File: src/rtl/seg_marquee.sv
`default_nettype none
// ============================================================================
// Module   : seg_marquee
// Brief    : Multiplexed common-anode 7-segment scrolling text driver with a
//            writable character RAM, runtime length, scroll control, blanking.
// Revision : 1.0 - initial release
// ============================================================================
module seg_marquee #(
  parameter int DIGITS    = 4,
  parameter int MSG_DEPTH = 16,
  parameter int MUX_DIV   = 65536,
  parameter int BLANK     = 16,
  localparam int AW       = $clog2(MSG_DEPTH)
) (
  input  logic              clk,
  input  logic              rst,
  input  logic              wr_en,
  input  logic [AW-1:0]     wr_addr,
  input  logic [6:0]        wr_data,
  input  logic [AW:0]       msg_len,
  input  logic              scroll_en,
  input  logic              scroll_dir,
  input  logic [7:0]        scroll_period,
  output logic [6:0]        seg,
  output logic [DIGITS-1:0] dig_n,
  output logic              frame_tick,
  output logic              wrap
);

  localparam int DW = (DIGITS > 1) ? $clog2(DIGITS) : 1;
  localparam int SW = (MUX_DIV > 1) ? $clog2(MUX_DIV) : 1;
  localparam int LW = AW + 1;
  localparam int XW = AW + 2;

  localparam logic [SW-1:0] c_slot_last = SW'(MUX_DIV - 1);
  localparam logic [SW-1:0] c_blank     = SW'(BLANK);
  localparam logic [DW-1:0] c_dig_last  = DW'(DIGITS - 1);
  localparam logic [LW-1:0] c_depth     = LW'(MSG_DEPTH);

  logic [6:0]        ram_q [MSG_DEPTH];

  logic [SW-1:0]     slot_cnt_q,   slot_cnt_d;
  logic [DW-1:0]     dig_idx_q,    dig_idx_d;
  logic [7:0]        scroll_cnt_q, scroll_cnt_d;
  logic [AW-1:0]     head_q,       head_d;
  logic [6:0]        seg_q,        seg_d;
  logic              show_q,       show_d;
  logic [DIGITS-1:0] dig_n_q,      dig_n_d;
  logic              frame_tick_q, frame_tick_d;
  logic              wrap_q,       wrap_d;

  logic [LW-1:0]     eff_len;
  logic              len_zero;
  logic              slot_last;
  logic              slot_start;
  logic [XW-1:0]     rd_sum;
  logic [XW-1:0]     rd_div;
  logic [AW-1:0]     rd_idx;
  logic [7:0]        period_m1;
  logic              step_due;

  // Character RAM survives reset so the message persists across it.
  always_ff @(posedge clk) begin
    if (wr_en) begin
      ram_q[wr_addr] <= wr_data;
    end
  end

  always_comb begin
    eff_len    = (msg_len > c_depth) ? c_depth : msg_len;
    len_zero   = (eff_len == '0);
    slot_last  = (slot_cnt_q == c_slot_last);
    slot_start = (slot_cnt_q == '0);

    slot_cnt_d = slot_last ? '0 : slot_cnt_q + SW'(1);
    dig_idx_d  = dig_idx_q;
    if (slot_last) begin
      dig_idx_d = (dig_idx_q == c_dig_last) ? '0 : dig_idx_q + DW'(1);
    end
    frame_tick_d = (slot_cnt_d == c_slot_last) && (dig_idx_d == c_dig_last);

    // Leftmost digit (highest index) shows the head character.
    rd_sum = XW'(head_q) + XW'(DIGITS - 1) - XW'(dig_idx_q);
    rd_div = len_zero ? XW'(1) : XW'(eff_len);
    rd_idx = AW'(rd_sum % rd_div);

    // Fetch and enable decision are latched once per slot to avoid tearing.
    seg_d  = seg_q;
    show_d = show_q;
    if (slot_start) begin
      seg_d  = len_zero ? 7'd0 : ram_q[rd_idx];
      show_d = !len_zero;
    end

    dig_n_d = '1;
    if (show_d && (slot_cnt_d >= c_blank)) begin
      dig_n_d = ~(DIGITS'(1) << dig_idx_d);
    end

    period_m1 = (scroll_period == 8'd0) ? 8'd0 : scroll_period - 8'd1;
    step_due  = frame_tick_q && scroll_en && (scroll_cnt_q >= period_m1);

    scroll_cnt_d = scroll_cnt_q;
    if (!scroll_en) begin
      scroll_cnt_d = 8'd0;
    end else if (frame_tick_q) begin
      scroll_cnt_d = step_due ? 8'd0 : scroll_cnt_q + 8'd1;
    end

    // A shrunken length overrides any pending step and never signals wrap.
    head_d = head_q;
    wrap_d = 1'b0;
    if (LW'(head_q) >= eff_len) begin
      head_d = '0;
    end else if (step_due) begin
      if (!scroll_dir) begin
        head_d = ((LW'(head_q) + LW'(1)) == eff_len) ? '0 : head_q + AW'(1);
      end else begin
        head_d = (head_q == '0) ? AW'(eff_len - LW'(1)) : head_q - AW'(1);
      end
      wrap_d = (head_d == '0);
    end
  end

  always_ff @(posedge clk) begin
    if (rst) begin
      slot_cnt_q   <= '0;
      dig_idx_q    <= '0;
      scroll_cnt_q <= 8'd0;
      head_q       <= '0;
      seg_q        <= 7'd0;
      show_q       <= 1'b0;
      dig_n_q      <= '1;
      frame_tick_q <= 1'b0;
      wrap_q       <= 1'b0;
    end else begin
      slot_cnt_q   <= slot_cnt_d;
      dig_idx_q    <= dig_idx_d;
      scroll_cnt_q <= scroll_cnt_d;
      head_q       <= head_d;
      seg_q        <= seg_d;
      show_q       <= show_d;
      dig_n_q      <= dig_n_d;
      frame_tick_q <= frame_tick_d;
      wrap_q       <= wrap_d;
    end
  end

  assign seg        = seg_q;
  assign dig_n      = dig_n_q;
  assign frame_tick = frame_tick_q;
  assign wrap       = wrap_q;

endmodule
`default_nettype wire

File: config.mk
export PLATFORM = sky130hd
export DESIGN_NAME = seg_marquee
export DESIGN_NICKNAME = d
export VERILOG_FILES = /design/src/rtl/seg_marquee.sv
export SDC_FILE = /design/constraint.sdc
export NUM_CORES = 1
export LEC_CHECK = 0
export CORE_MARGIN = 2
export CORE_UTILIZATION = 50
export CTS_BUF_LIST = sky130_fd_sc_hd__clkbuf_16
export DETAILED_ROUTE_END_ITERATION = 8
export PLACE_DENSITY = 0.69
export RECOVER_POWER = 50
export SLEW_MARGIN = 10
export SYNTH_ARGS = -nofsm -noshare
export SYNTH_HDL_FRONTEND = slang
export SYNTH_SLANG_ARGS = --single-unit
export TNS_END_PERCENT = 20
File: constraint.sdc
create_clock -name clk -period 12.1 [get_ports clk]
set_input_delay 1.815 -clock clk [delete_from_list [all_inputs] [get_ports clk]]
set_output_delay 1.815 -clock clk [all_outputs]
set_load 0.005 [all_outputs]
==> results of run 1 <==
==> power by group through the flow <==
stage          Sequential (mW)  Combinational [mW]  Clock [mW]
2_1_floorplan            0.610               0.194           0
3_3_place_gp             0.614               0.279           0
3_5_place_dp             0.614               0.288           0
4_1_cts                  0.603               0.289       0.549
5_1_grt                  0.604               0.314       0.576
6_report                 0.603               0.290       0.545
==> metal layers <==
metal | part of all wire, % | vias to the layer above
met5 | 0 | -
met4 | 2.6 | 0
met3 | 7.4 | 40
met2 | 46 | 266
met1 | 44 | 3110
li1 | - | 3062
==> layout by cell type, fill, tap and decap left out, drive strengths merged, types with 22 or more instances in the layout <==
cell / Yosys / routed
clkdlybuf4s50: 0 / 25
dfxtp: 44 / 44
edfxtp: 112 / 112
ha: 47 / 47
inv: 30 / 40
nand2: 42 / 42
nand3: 84 / 84
nor2: 60 / 60
nor3: 22 / 22
o21ai: 61 / 61
xor2: 23 / 23
==> layout make-up <==
type	count	share of cell area, %
sequential	156	43.97
inverter	30	1.167
timing repair buffer	45	4.524
multi-input combinational	581	41.30
clock buffer	17	4.407
clock inverter	15	1.789
tap	220	2.852
==> state kept, by name (all words and copies together), names as in the netlist <==
signal,count
head_q,4
frame_tick,1
dig_idx_q,2
dig_n,4
scroll_cnt_q,8
ram_q,112
slot_cnt_q,16
seg,7
show_q,1
wrap,1
==> synthesized netlist by cell type (16+ instances only) <==
library cell	n	share of area, %
xor2_1	23	2.4
o21ai_1	19	1.1
edfxtp_1	112	40
xnor2_1	17	1.8
inv_1	30	1.3
and3_1	17	1.3
o21ai_0	42	2.5
nand3_1	78	4.6
dfxtp_1	44	10
nand2_1	41	1.8
ha_1	47	6.9
clkbuf_1	16	0.71
a21oi_1	19	1.1
nor2_1	60	2.7
nor3_1	22	1.3
==> worst min-delay path by stage <==
| stage | from | to | slack [ns] | depth (start not counted) |
|---|---|---|---|---|
| after floorplan | slot_cnt_q[0] | slot_cnt_q[0] | 0.44 | 1 |
| after global placement | slot_cnt_q[0] | slot_cnt_q[0] | 0.46 | 1 |
| after detailed placement | slot_cnt_q[0] | slot_cnt_q[0] | 0.48 | 1 |
| after CTS | slot_cnt_q[0] | slot_cnt_q[0] | 0.50 | 1 |
| after global routing | slot_cnt_q[0] | slot_cnt_q[0] | 0.51 | 1 |
| final | slot_cnt_q[0] | slot_cnt_q[0] | 0.49 | 1 |
==> per-stage QoR <==
stage	worst slack [ns]	util, %	instances	hold WS (ns)
6_report	0.8789	58.21	1064	0.4923
5_1_grt	0.1953	58.21	1064	0.5110
4_1_cts	0.9636	58.23	1064	0.4958
3_5_place_dp	0.5087	54.63	1032	0.4818
3_3_place_gp	1.019	54.63	1032	0.4604
2_1_floorplan	2.293	-	799	0.4410
==> logic make-up after synthesis <==
kind of cell,Yosys count
AO/OA/AOI/OAI,171
multiplexers,20
flip-flops,156
buffers and inverters,62
AND/OR/NAND/NOR,301
XOR/XNOR,40
adder cells (fa/ha/maj),49
==> worst max-delay path: cells and delay by family <==
kind	cells	cell delay, ns
simple gates	15	4.21
compound gates	11	2.74
fa+ha+maj	6	1.51
buf+inv	3	0.70
mux	2	0.59
==> impl_metrics.tcl, run 1 <==
set metrics [dict create \
    status "complete, no violations" \
    grt_overflow 0 \
    cp-start-kind "input port" \
    synth_simple_gate_area_share_pct 18.54 \
    synth-adder-area-share_pct 7.392 \
    internal-power_mw 1.016 \
    antenna_found_initial 0 \
    viasPerCell 6.088 \
    nets 909 \
    drtPass1Iterations 5 \
    relSlewSlack_pct 22.48 \
    dp.final_hpwl_um 13930 \
    cts_resized 0 \
    clk_latency_ns 0.43 \
    ff2ff_path_depth 37 \
    yosysSeqAreaShare_pct 49.95 \
    ff2ff_setup_slack_ns 2.16 \
    r2r_end "seg[5]" \
    grt_util_met2_pct 37.13 \
    worst_setup_path_end_kind "flip-flop" \
    ctsHoldBuffers 0 \
    grt_busiest_layer "met2" \
    die-area_mm2 0.01805 \
    crit_required_ns 12.46 \
    startpoint "msg_len[4]" \
    maxCapViolations 0 \
    design_area_mm2 0.009653 \
    total_leakage_power_nw 3.485 \
    fp-row-count 47 \
    cp-endpoint "seg[5]" \
    skew_ns 0.009487 \
    root_buffer "clkbuf_16" \
    cp_slowest_cell "nand2_1" \
    power_density_mw_per_mm2 149.0 \
    arrival_ns 11.58 \
    dieWidth_um 134.4 \
    tightestPinTransition_ns 1.154 \
    setup_tns_ns 0 \
    wl_per_cell_um 19.21 \
    postCtsSetupRepairBufs 0 \
    synth_top_flop_cell "edfxtp_1" \
    synth_enable_flop_cells 112 \
    final-seq-area_mm2 0.004244 \
    fmax_mhz 89.12 \
    synth_mux_area_share_pct 2.621 \
    die_height_um 134.4 \
    swShare_pct 29.39 \
    synth-compound-area-share_pct 14.14 \
    grt_max_degree 48 \
    crit_type "input port to flip-flop" \
    place.gp.congestion 0.8707 \
    grt_pass1_vias 6184 \
    ys_async_sr_fraction_pct 0 \
    synth.distinct_cells 73 \
    io_pins 42 \
    grt_usage_pct 23.31 \
    synth_top_family_by_area "simple AND/OR/NAND/NOR gates" \
    cts.clk_slew.worst_paths_ns 0.06 \
    cts_sinks 156 \
    ys_warn_count 0 \
    cp_common_cell "ha_1" \
    finalMaxSlewViolations 0 \
    seq_power_share_pct 41.9 \
    clockPowerShare_pct 37.9 \
    synth-xor-area-share_pct 4.123 \
    drc 0 \
    routed_wirelength_um 20440 \
    cts.path.max_buffers 2 \
    syn_area_per_cell_um2 10.63 \
    fillers 1388 \
    grt_first_pass_wirelength_um 32790 \
    vdd_drop_max_mv 0.1114 \
    synth_area_mm2 0.008497 \
    numCtsBuffers 17 \
    syn_inst 799 \
    fin_crit_sh_pct 92.74 \
    max_stage_delay_ns 0.68 \
    min_path_type "flip-flop to flip-flop" \
    p_total_mw 1.439 \
    globalRouteMet1Util_pct 31.31 \
    initial_core_util_pct 51.24 \
    synth_nets 877 \
    finalSetupViolCount 0 \
    antenna_cells 0 \
    drt_first_iter_violations 532 \
    core_area_mm2 0.01658 \
    placed_cell_area_mm2 0.009059 \
    netSwitchingPower_uw 422.9 \
    crit_path_max_fanout 20 \
    syn2layout_area_growth_pct 13.61 \
    postRouteAntennaNets 0 \
    hold_violations 0 \
    drive_above_1_share_pct 8.057 \
    io_buffer_count 41 \
    multi_input_area_mm2 0.003986 \
    htree_levels 4 \
    rsz0062_at_grt "false" \
    use_met3_pct 5.064 \
    routed-via-count 6478 \
    tritoncts "built" \
    layout_min_cycle_time_ns 11.22 \
    pwr-share-comb_pct 20.2 \
    r2r-start "dig_idx_q[1]" \
    ys_ff_latch 156 \
]
No activity file was read; power rests on OpenSTA's default activity.
==> run 2, diff against run 1 <==
GPL_TIMING_DRIVEN = 0   (was default)
PLACE_DENSITY = 0.72   (was 0.69)
SLEW_MARGIN = default   (was 10)
clock period = 9.4 ns   (was 12.1 ns; I/O delays follow)
==> run 2 against run 1 <==
Compared with the run above: wire length is 5.9% higher; register-to-register slack worse by 1.5 ns; hold slack got worse by 0.011 ns; critical path type unchanged; largest cell class is now multi-input combinational cells; highest routed layer unchanged.
==> impl_metrics.tcl, run 2 (synthesis results as in run 1) <==
set metrics [dict create \
    status "complete, no violations" \
    crit_required_ns 9.72 \
    tritoncts "built" \
    grt_first_pass_wirelength_um 33680 \
    skew_ns 0.008682 \
    tightestPinTransition_ns 1.347 \
    cpLargestDelayFamily "compound AO/OA/AOI/OAI gates" \
    clockPowerShare_pct 34.8 \
    finalSetupViolCount 0 \
    mostFrequentLayoutCell "edfxtp_1" \
    ff2ff_setup_slack_ns 0.66 \
    fp-row-count 47 \
    worst-path-buf-inv 5 \
    worst_setup_path_end_kind "flip-flop" \
    reg_top3 "ram_q (112), slot_cnt_q (16), scroll_cnt_q (8)" \
    htree_levels 4 \
    ff2ff_path_depth 39 \
    io_buffer_count 40 \
    largest_register_ffs 112 \
    grt_overflow 0 \
    clk_latency_ns 0.43 \
    ctsHoldBuffers 0 \
    finalMaxSlewViolations 0 \
    grt_pass1_vias 6423 \
    internal-power_mw 1.338 \
    core_area_mm2 0.01658 \
    routed_wirelength_um 21650 \
    layout_min_cycle_time_ns 9.167 \
    worst_slack_ns 0.2326 \
    design_area_mm2 0.01043 \
    fin_crit_sh_pct 97.53 \
    whs_path_depth 1 \
    crit_type "input port to flip-flop" \
    dieWidth_um 134.4 \
    viasPerCell 5.978 \
    power_density_mw_per_mm2 186.6 \
    min_path_type "flip-flop to flip-flop" \
    antenna_cells 0 \
    dp.final_hpwl_um 14270 \
    swShare_pct 31.19 \
    max_stage_delay_ns 0.48 \
    initial_core_util_pct 51.24 \
    crit_path_max_fanout 10 \
    drt_first_iter_violations 866 \
    cp_slowest_cell "a221o_2" \
    r2r_end "seg[2]" \
    total_leakage_power_nw 3.855 \
    holdPathEnd "slot_cnt_q[0]" \
    layout_common_cells "edfxtp_1 (112), nand3_1 (75), nor2_1 (58)" \
    nets 970 \
    drtPass1Iterations 7 \
    place_ws_ns -2.133 \
    wl_per_cell_um 19.24 \
    root_buffer "clkbuf_16" \
    drive_above_1_share_pct 16.80 \
    r2r-start "dig_idx_q[1]" \
    pwr-share-comb_pct 25.6 \
    place.gp.congestion 0.8892 \
    seq_power_share_pct 39.7 \
    syn2layout_area_growth_pct 22.71 \
    antenna_found_initial 0 \
    relSlewSlack_pct 9.491 \
    grt_max_degree 19 \
    placed_cell_area_mm2 0.009174 \
    die-area_mm2 0.01805 \
    maxCapViolations 0 \
    min_from "slot_cnt_q[0]" \
    netSwitchingPower_uw 606.8 \
    io_pins 42 \
    routed-via-count 6725 \
    cts.clk_slew.worst_paths_ns 0.07 \
    cp-start-kind "input port" \
    fillers 1312 \
    drc 0 \
    vdd_drop_max_mv 0.1562 \
    cts.path.max_buffers 2 \
    die_height_um 134.4 \
    cts_sinks 156 \
    cp_common_cell "ha_1" \
    top_register "ram_q" \
    grt_usage_pct 24.29 \
    postRouteAntennaNets 0 \
    arrival_ns 9.48 \
    numCtsBuffers 17 \
    fmax_mhz 109.1 \
    hold_violations 0 \
]
==> run 2: changes by cell type in the layout (fill, tap and decap cells not counted), sizes merged <==
cell           previous run  this run
buf                       3        52
dlymetal6s2s              0         1
clkinv                    1         6
inv                      40        39
dlygate4sd3              16        13
clkbuf                   18        31
clkdlybuf4s50            25        23
clkinvlp                  2         0
bufinv                    2         0
dlygate4sd2               0         3
==> run 2: stage by stage <==
step	hold WS, ns	total power [mW]	TNS (ns)	std cells	utilization [%]
3_3_place_gp	0.4618	1.177	-13.82	1059	55.32
6_report	0.4815	1.945	0	1125	62.87
3_5_place_dp	0.4712	1.182	-13.86	1059	55.32
4_1_cts	0.4858	1.900	0	1107	61.05
5_1_grt	0.4981	2.011	-0.5715	1125	62.87
2_1_floorplan	0.4410	1.035	0	799	-
==> run 2: worst max-delay path by stage <==
stage	startpoint	to	slack (ns)	cells past startpoint
after floorplan	msg_len[2]	seg[0]	0.03	38
after global placement	msg_len[4]	seg[2]	-2.10	39
after detailed placement	msg_len[4]	seg[2]	-2.13	39
after CTS	msg_len[1]	seg[2]	0.04	37
after global routing	msg_len[3]	seg[5]	-0.12	40
final	msg_len[3]	seg[2]	0.23	39
==> run 2: cell type report <==
type                       instances  area (um2)  share of cell area, %
sequential                       156        4244                  40.71
buffer                            31       252.7                  2.424
clock inverter                    15       167.7                  1.608
timing repair buffer              75       680.7                  6.528
tap                              220       275.3                  2.640
inverter                          30       112.6                  1.080
clock buffer                      17       425.4                  4.080
multi-input combinational        581        4268                  40.93
==> run 2: power groups by stage <==
stage	sequential, mW	clock [mW]	combinational [mW]
after floorplan	0.785	0	0.250
after global placement	0.787	0	0.390
after detailed placement	0.787	0	0.395
after CTS	0.772	0.680	0.448
after global routing	0.774	0.711	0.527
final	0.772	0.676	0.497
==> run 2: timing repair <==
action | CTS | global route
setup buffers | 17 | 16
pin swaps | 15 | 24
gates resized for setup | 53 | 39
gates cloned | 0 | 2
endpoints found under the setup margin | 7 | 7
==> run 2: metal layers <==
metal  track usage, %  wire, um  vias to the layer above
li1                 -         -                     3206
met1            32.75      9211                     3209
met2            39.37     10460                      277
met3            4.951      1565                       33
met4            8.129       407                        0
met5                0         0                        -
==> run 3, diff against run 2 <==
PLACE_DENSITY = 0.69   (was 0.72)
clock period = 8.7 ns   (was 9.4 ns; I/O delays follow)
==> run 3 against run 2 <==
Compared with the run above: first-iteration DRC count down 22%; total power up 12%; the flow now finishes with violations (negative setup slack); clock power up 15%; critical path type unchanged.
==> impl_metrics.tcl, run 3 (synthesis results as in run 1) <==
set metrics [dict create \
    routed_wirelength_um 22540 \
    postRouteAntennaNets 0 \
    clk_latency_ns 0.43 \
    finalSetupViolCount 7 \
    fmax_mhz 112.9 \
    core_area_mm2 0.01658 \
    cp-start-kind "input port" \
    die_height_um 134.4 \
    crit_path_max_fanout 6 \
    total_leakage_power_nw 3.907 \
    hold_violations 0 \
    design_area_mm2 0.01059 \
    violations "negative setup slack" \
    fin_crit_sh_pct 101.8 \
    viasPerCell 6.107 \
    r2r_end "seg[5]" \
    nets 976 \
    ff2ff_setup_slack_ns -0.05 \
    status "finished, violations left" \
    initial_core_util_pct 51.24 \
    grt_overflow 0 \
    maxCapViolations 0 \
    htree_levels 4 \
    rsz0062_at_grt "true" \
    antenna_found_initial 0 \
    numCtsBuffers 17 \
    worst_slack_ns -0.1535 \
    cp_common_cell "ha_4" \
    cts_sinks 156 \
    r2r-start "dig_idx_q[1]" \
    layout_min_cycle_time_ns 8.854 \
    arrival_ns 9.20 \
    skew_ns 0.01018 \
    power_density_mw_per_mm2 204.9 \
    placed_cell_area_mm2 0.009271 \
    cts.clk_slew.worst_paths_ns 0.06 \
    drc 0 \
    die-area_mm2 0.01805 \
    grt_pass1_vias 6831 \
    holdPathEnd "slot_cnt_q[0]" \
    layout_common_cells "edfxtp_1 (112), nand3_1 (77), nor2_1 (57)" \
    root_buffer "clkbuf_16" \
    io_pins 42 \
    relSlewSlack_pct 16.23 \
    ff2ff_path_depth 40 \
    fp-row-count 47 \
    drive_above_1_share_pct 19.10 \
    grt_usage_pct 25.73 \
    largest_register_ffs 112 \
    grt_first_pass_wirelength_um 35690 \
    finalMaxSlewViolations 0 \
    worst-path-buf-inv 6 \
    whs_path_depth 1 \
    antenna_cells 0 \
    wl_per_cell_um 19.93 \
    dp.final_hpwl_um 15220 \
    routed-via-count 6907 \
    tritoncts "built" \
    ctsHoldBuffers 0 \
    reg_top3 "ram_q (112), slot_cnt_q (16), scroll_cnt_q (8)" \
    crit_required_ns 9.05 \
    drt_first_iter_violations 675 \
    hold_slack_ns 0.4879 \
    top_register "ram_q" \
    place.gp.congestion 0.8702 \
    worst_setup_path_end_kind "flip-flop" \
    crit_type "input port to flip-flop" \
    io_buffer_count 40 \
    min_from "slot_cnt_q[0]" \
    cp_slowest_cell "or4_4" \
    cpLargestDelayFamily "simple AND/OR/NAND/NOR gates" \
    mostFrequentLayoutCell "edfxtp_1" \
    max_stage_delay_ns 0.54 \
    cts.path.max_buffers 2 \
    vdd_drop_max_mv 0.2193 \
    grt_max_degree 17 \
    drtPass1Iterations 5 \
    tightestPinTransition_ns 1.247 \
    syn2layout_area_growth_pct 24.67 \
    dieWidth_um 134.4 \
    min_path_type "flip-flop to flip-flop" \
]
## run 3: changes by cell type in the layout (fill, tap and decap cells not counted), sizes merged, moves of 2 or more
cell / previous run / this run
bufinv: 0 / 4
dlygate4sd2: 3 / 0
inv: 39 / 34
clkinvlp: 0 / 2
dlygate4sd3: 13 / 15
clkdlybuf4s50: 23 / 20
buf: 52 / 63
## run 3: repair_timing
| item | 4_1_cts | 5_1_grt |
|---|---|---|
| setup endpoints to repair | 7 | 7 |
| buffers inserted | 31 | 8 |
| pin swaps | 35 | 34 |
| resized for setup | 82 | 34 |
| cloned | 1 | 0 |
## run 3: report_power, final
group / leakage, nW / internal [mW] / switching [mW]
combinational: 2.23 / 0.244 / 0.309
clock: 0.303 / 0.480 / 0.299
sequential: 1.37 / 0.823 / 0.0157
## run 3: worst max-delay path by stage
stage	to	from	slack, ns	cells after the start
2_1_floorplan	seg[0]	msg_len[2]	0.003	37
3_3_place_gp	seg[1]	msg_len[4]	-1.70	38
3_5_place_dp	seg[1]	msg_len[4]	-1.93	37
4_1_cts	seg[5]	msg_len[3]	-0.04	40
5_1_grt	seg[5]	msg_len[2]	-0.37	40
6_report	seg[5]	msg_len[2]	-0.15	40
## run 3: layer usage
metal	routed length, um	vias to the layer above	GRT usage, %
met5	0	-	0
met4	776	0	10.53
met3	1738	68	5.631
met2	10780	329	42.46
met1	9238	3301	32.98
li1	-	3209	-
## run 3: area by class of cell
class / instances / area (um2)
plain buffers: 32 / 259.0
clock buffers: 17 / 425.4
clock inverters: 15 / 196.4
fillers: 1277 / 5991
inverters: 30 / 115.1
multi-input cells: 581 / 4347
flip-flops and latches: 156 / 4247
well taps: 220 / 275.3
repair buffers: 80 / 728.2
## run 3: worst reg2reg max path, delay by kind of cell (launching register included)
kind	cells	cell delay (ns)
muxes	3	0.67
buffers and inverters	7	0.71
DFF	1	0.37
and+or+nand+nor	11	2.49
adders and majority gates	8	2.09
AOI/OAI and AO/OA	11	2.34
## run 3: per-stage QoR
stage          util, %  total power, mW  instances  TNS, ns  worst slack [ns]
2_1_floorplan        -            1.132        799        0          0.003213
3_3_place_gp     55.91            1.277       1059   -11.11            -1.700
3_5_place_dp     55.91            1.288       1059   -12.68            -1.930
4_1_cts          62.95            2.147       1123  -0.2093          -0.04321
5_1_grt          63.88            2.238       1131   -2.226           -0.3746
6_report         63.88            2.171       1131  -0.5037           -0.1535
